==> src/rtl/pbs_pkg.sv <==
// Shared types and encodings for the battle controller: FSM states,
// winner codes and the target/attacker select polarities.
package pbs_pkg;

    typedef enum logic [3:0] {
        IDLE,
        WAIT_P,
        P_CALC,
        P_APPLY,
        P_CHECK,
        AI_CALC,
        AI_APPLY,
        AI_CHECK,
        DONE
    } state_e;

    localparam logic [1:0] WIN_NONE   = 2'b00;
    localparam logic [1:0] WIN_PLAYER = 2'b01;
    localparam logic [1:0] WIN_AI     = 2'b10;
    localparam logic [1:0] WIN_DRAW   = 2'b11;

    localparam logic TGT_PLAYER  = 1'b0;
    localparam logic TGT_AI      = 1'b1;
    localparam logic ACTR_PLAYER = 1'b0;
    localparam logic ACTR_AI     = 1'b1;

    // Wide enough for the largest damage-calculation hold (15 cycles).
    localparam int TIMER_W = 4;

endpackage

==> src/rtl/pbs_phase_timer.sv <==
// Loadable down-counter: load with N-1 and done_o rises on the N-th cycle
// after the load, then the timer goes idle until the next load.
module pbs_phase_timer #(
    parameter int CNT_W = 4
) (
    input  logic             clk,
    input  logic             rst,
    input  logic             load_i,
    input  logic [CNT_W-1:0] val_i,
    output logic             done_o
);

    logic [CNT_W-1:0] cnt_q, cnt_d;
    logic             active_q;

    assign done_o = active_q && (cnt_q == '0);

    always_comb begin
        cnt_d = cnt_q;
        if (load_i) begin
            cnt_d = val_i;
        end else if (active_q && (cnt_q != '0)) begin
            cnt_d = cnt_q - CNT_W'(1);
        end
    end

    always_ff @(posedge clk) begin
        cnt_q <= cnt_d;
        if (rst) begin
            active_q <= 1'b0;
        end else if (load_i) begin
            active_q <= 1'b1;
        end else if (done_o) begin
            active_q <= 1'b0;
        end
    end

endmodule

==> src/rtl/pbs_ctrl.sv <==
// Turn sequencer for the battle datapath: player half-turn, then AI half-turn,
// with knockout/draw detection. Every output comes straight from a register.
module pbs_ctrl
    import pbs_pkg::*;
#(
    parameter int CALC_CYCLES = 2,
    parameter int MAX_TURNS   = 15,
    parameter int TURN_W      = 4
) (
    input  logic              clk,
    input  logic              rst,
    input  logic              start,
    input  logic              move_valid,
    input  logic [1:0]        move_sel,
    input  logic [3:0]        p_hp,
    input  logic [3:0]        AI_hp,
    output logic              target,
    output logic [1:0]        p_move,
    output logic              actr,
    output logic              calc_dmg,
    output logic              app_dmg,
    output logic              move_ready,
    output logic              busy,
    output logic              game_over,
    output logic [1:0]        winner,
    output logic [TURN_W-1:0] turn_count
);

    state_e            state_q;
    logic              target_q, actr_q, calc_q, app_q, ready_q, busy_q, over_q;
    logic [1:0]        p_move_q, winner_q;
    logic [TURN_W-1:0] turn_q, turn_d;
    logic              timer_load, timer_done;

    assign turn_d = turn_q + TURN_W'(1);

    // The timer is armed on the same edge that enters either CALC state.
    assign timer_load = (state_q == WAIT_P && move_valid && ready_q) ||
                        (state_q == P_CHECK && AI_hp != '0);

    pbs_phase_timer #(.CNT_W(TIMER_W)) u_timer (
        .clk    (clk),
        .rst    (rst),
        .load_i (timer_load),
        .val_i  (TIMER_W'(CALC_CYCLES - 1)),
        .done_o (timer_done)
    );

    always_ff @(posedge clk) begin
        if (rst) begin
            state_q  <= IDLE;
            target_q <= 1'b0;
            actr_q   <= 1'b0;
            calc_q   <= 1'b0;
            app_q    <= 1'b0;
            ready_q  <= 1'b0;
            busy_q   <= 1'b0;
            over_q   <= 1'b0;
            p_move_q <= 2'b00;
            winner_q <= WIN_NONE;
            turn_q   <= '0;
        end else begin
            calc_q  <= 1'b0;
            app_q   <= 1'b0;
            ready_q <= 1'b0;
            case (state_q)
                IDLE, DONE: begin
                    if (start) begin
                        turn_q <= '0;
                        if (AI_hp == '0 || p_hp == '0) begin
                            state_q  <= DONE;
                            busy_q   <= 1'b0;
                            over_q   <= 1'b1;
                            winner_q <= (AI_hp == '0 && p_hp == '0) ? WIN_DRAW :
                                        (AI_hp == '0) ? WIN_PLAYER : WIN_AI;
                        end else begin
                            state_q  <= WAIT_P;
                            busy_q   <= 1'b1;
                            over_q   <= 1'b0;
                            winner_q <= WIN_NONE;
                            ready_q  <= 1'b1;
                            target_q <= TGT_AI;
                            actr_q   <= ACTR_PLAYER;
                        end
                    end
                end
                WAIT_P: begin
                    if (move_valid) begin
                        p_move_q <= move_sel;
                        state_q  <= P_CALC;
                        calc_q   <= 1'b1;
                    end else begin
                        ready_q <= 1'b1;
                    end
                end
                P_CALC: begin
                    if (timer_done) begin
                        state_q <= P_APPLY;
                        app_q   <= 1'b1;
                    end else begin
                        calc_q <= 1'b1;
                    end
                end
                P_APPLY: state_q <= P_CHECK;
                P_CHECK: begin
                    if (AI_hp == '0) begin
                        state_q  <= DONE;
                        busy_q   <= 1'b0;
                        over_q   <= 1'b1;
                        winner_q <= WIN_PLAYER;
                    end else begin
                        state_q  <= AI_CALC;
                        calc_q   <= 1'b1;
                        target_q <= TGT_PLAYER;
                        actr_q   <= ACTR_AI;
                    end
                end
                AI_CALC: begin
                    if (timer_done) begin
                        state_q <= AI_APPLY;
                        app_q   <= 1'b1;
                    end else begin
                        calc_q <= 1'b1;
                    end
                end
                AI_APPLY: state_q <= AI_CHECK;
                AI_CHECK: begin
                    if (p_hp == '0) begin
                        state_q  <= DONE;
                        busy_q   <= 1'b0;
                        over_q   <= 1'b1;
                        winner_q <= WIN_AI;
                    end else begin
                        turn_q <= turn_d;
                        if (turn_d == TURN_W'(MAX_TURNS)) begin
                            state_q  <= DONE;
                            busy_q   <= 1'b0;
                            over_q   <= 1'b1;
                            winner_q <= WIN_DRAW;
                        end else begin
                            state_q  <= WAIT_P;
                            ready_q  <= 1'b1;
                            target_q <= TGT_AI;
                            actr_q   <= ACTR_PLAYER;
                        end
                    end
                end
                default: begin
                    state_q <= IDLE;
                    busy_q  <= 1'b0;
                    over_q  <= 1'b0;
                end
            endcase
        end
    end

    assign target     = target_q;
    assign p_move     = p_move_q;
    assign actr       = actr_q;
    assign calc_dmg   = calc_q;
    assign app_dmg    = app_q;
    assign move_ready = ready_q;
    assign busy       = busy_q;
    assign game_over  = over_q;
    assign winner     = winner_q;
    assign turn_count = turn_q;

endmodule
==> config.mk <==
export PLATFORM = sky130hd
export DESIGN_NAME = pbs_ctrl
export DESIGN_NICKNAME = d
export VERILOG_FILES = /design/src/rtl/pbs_pkg.sv /design/src/rtl/pbs_phase_timer.sv /design/src/rtl/pbs_ctrl.sv
export SDC_FILE = /design/constraint.sdc
export NUM_CORES = 1
export LEC_CHECK = 0
export ABC_AREA = 1
export BUFFER_PORTS_ARGS = -buffer_cell sky130_fd_sc_hd__buf_2
export CAP_MARGIN = 20
export CORE_MARGIN = 1.5
export CORE_UTILIZATION = 60
export CTS_BUF_LIST = sky130_fd_sc_hd__clkbuf_2 sky130_fd_sc_hd__clkbuf_4 sky130_fd_sc_hd__clkbuf_8
export DETAILED_ROUTE_END_ITERATION = 10
export HOLD_SLACK_MARGIN = 0.06
export PLACE_DENSITY_LB_ADDON = 0.3
export SLEW_MARGIN = 20
export SYNTH_ARGS = -nofsm -noshare
export SYNTH_HDL_FRONTEND = slang
export SYNTH_SLANG_ARGS = --single-unit
==> constraint.sdc <==
create_clock -name clk -period 2.3 [get_ports clk]
set_input_delay 0 -clock clk [delete_from_list [all_inputs] [get_ports clk]]
set_output_delay 0 -clock clk [all_outputs]
set_load 0.03 [all_outputs]
==> run summary <==
CP bufs+invs: 3
Req. time, crit path: 2.58 ns
H-tree levels: 1
Final wirelength: 3440 um
Status: complete, no violations
Crit path kind: reg -> reg
Antenna cells: 0
Wire per inst: 13.0 um
Crit. End Element: register
Die ar.: 2530 um^2
Min-delay worst type: in -> reg
Vias in the first global route: 1421
Post-synth top area cell: dfxtp_1
CP arrival: 2.10 ns
Global route overflow: 0
Seq/Total Area, Yosys: 35.7%
Vias/cell: 5.36
Hpwl dp: 2430 um
Routed Antenna Nets: 0
Mapped Avg Cell Area: 6.73 um^2
Synth unique cells: 27
Ports: 29
Fill count: 159
WHS: 0.179 ns
Total GRT Usage: 30.5%
Pleak: 0.000846 uW
Layout Utilization: 80.2%
IO buf count: 28
Max-cap violations: 0
# setup viols final: 0
Layout cells sized above 1: 26.1%
CP Max Fanout: 6
Initial antenna violation count: 0
Max clock buf depth: 2
Clock-pin slew on the worst setup and hold paths: 0.15 ns
CTS root buf: clkbuf_4
Max Fclk: 548 MHz
Area delta synth->final: 21.8%
Num CTS Buffers: 3
CP delay by family, top: buffers and inverters
Via count: 1420
Yosys top cell area share: 35.7%
Yosys warns: 0
Total power: 2000 uW
Worst-Skew Late Latency: 0.32 ns
PD cells: 1220 nW/um^2
#FFs+latches synth: 24
Final hold violation count: 0
Register Area: 480 um^2
Pins Over Slew Limit: 0
CP max stage delay: 0.57 ns
Clock net sink count: 24
Period utilization: 79.3%
Setup_tns: 0 ns
Largest net degree at the start of global routing: 15
Drt first pass iters: 4
Post-CTS Resized: 0
Core Box Area: 2040 um^2
Die height: 50.3 um
Chip width: 50.3 um
Post-synthesis instance area: 1350 um^2
Post-route DRC: 0
1st-iter DRT viols: 37
Nets: 257
Top cells by area, synth: dfxtp_1 (36%), nand2_1 (13%), inv_1 (7.5%)
Max-Slew Margin vs Limit: 78.8%
Pin slew with the least headroom to its limit: 0.316 ns
First-pass GRT wire length: 5950 um
Critical path launch point type: register
CTS tree: yes
Area occupied by multi-input gates: 729 um^2
Cells after Synth: 200
Worst vdd ir: 868 uV
CP Cell Sequence: inv_2, nor3_2, nand2_2, inv_1, nand2_1, a21oi_1, dlygate4sd3_1
Placer congestion estimate: 0.847
# rows: 16
Slowest CP cell: dlygate4sd3_1
Post-CTS Setup Inserts: 0
Synth Net Count: 218
RSZ-0062 raised after global routing: false
Starting Density: 65.9%
Minimum clock period: 1.82 ns
Final Skew: 0.00630 ns
where the power goes:
group	total, uW	internal, uW	switching [uW]
registers	660	545	115
clock network	317	176	140
logic	1030	329	697
area by class of cell:
cell class              instances  share of cell area, %
clock buffers                   3                   1.38
multi-input cells             140                   44.5
well taps                      27                   2.06
clock inverters                 1                   1.83
flip-flops and latches         24                   29.3
repair buffers                 35                   12.8
inverters                      35                   8.02
metrics by stage:
stage	std cells	setup slack, ns	area, um^2
floorplan	200	0.717	1350
global placement	254	0.899	1520
detailed placement	254	0.811	1520
CTS	265	0.537	1640
global route	265	0.332	1640
finish	265	0.477	1640
cell usage in the layout (no fill, tap or decap), drive strengths merged, types with 2 or more instances in the layout:
| cell | instances |
|---|---|
| nand3 | 13 |
| a21oi | 20 |
| nor2 | 27 |
| o21ai | 10 |
| nand4 | 3 |
| clkinv | 2 |
| nand2 | 55 |
| ha | 4 |
| inv | 33 |
| clkbuf | 3 |
| dlygate4sd3 | 7 |
| buf | 28 |
| dfxtp | 24 |
| nor3 | 4 |
kinds of logic after synthesis:
| logic type | synth area share (%) |
|---|---|
| AO/OA/AOI/OAI | 13.9 |
| adder cells (fa/ha/maj) | 3.72 |
| buffers and inverters | 10.0 |
| flip-flops | 35.7 |
| AND/OR/NAND/NOR | 36.7 |
final timing paths:
check,from,endpoint,slack (ns),depth (start not counted)
max,state_q[0],p_move[1],0.48,7
min reg2reg,target,target,0.47,2
min,p_hp[0],winner[1],0.18,6
max reg2reg,state_q[0],p_move[1],0.48,7
timing repair:
item / in CTS / in global routing
hold buffers: 7 / 0
endpoints found under the setup margin: 0 / 0
endpoints found under the hold margin: 10 / 0
flip-flops by register name, indices dropped and copies added, names as in the netlist:
name	flops
state_q	4
turn_count	4
u_timer.cnt_q	4
p_move	2
winner	2
actr	1
app_dmg	1
busy	1
calc_dmg	1
game_over	1
move_ready	1
target	1
u_timer.active_q	1
routing by layer:
metal | wire, um | track usage [%] | share of wire, %
met5 | 0 | 0 | 0
met4 | 40 | 10.8 | 1.2
met3 | 220 | 5.36 | 6.4
met2 | 1780 | 56.4 | 52
met1 | 1400 | 34.8 | 41
worst reg2reg max path: cells and delay by family (launching register included):
family	cells	cell delay [ns]
buf+inv	3	0.74
flops	1	0.48
compound gates	1	0.14
simple gates	3	0.42
cells in the mapped netlist:
cell type  instances
nand2_4            1
a21oi_2            2
nor2_1            21
a21oi_1           17
dfxtp_1           24
nor3_2             2
inv_1             27
nand4_1            3
nor3b_1            1
o21ai_2            1
a31oi_1            1
nor2_2             5
o211ai_1           1
nand2_2            8
nand2_1           46
clkbuf_1           1
nor3_1             2
ha_1               4
o21ai_1            4
inv_2              6
o21ai_0            5
nor2_4             1
or2_2              1
clkinv_1           2
nand3_1           11
nand3_2            2
a21oi_4            1
Note: power is estimated with default switching activity, not from simulation.
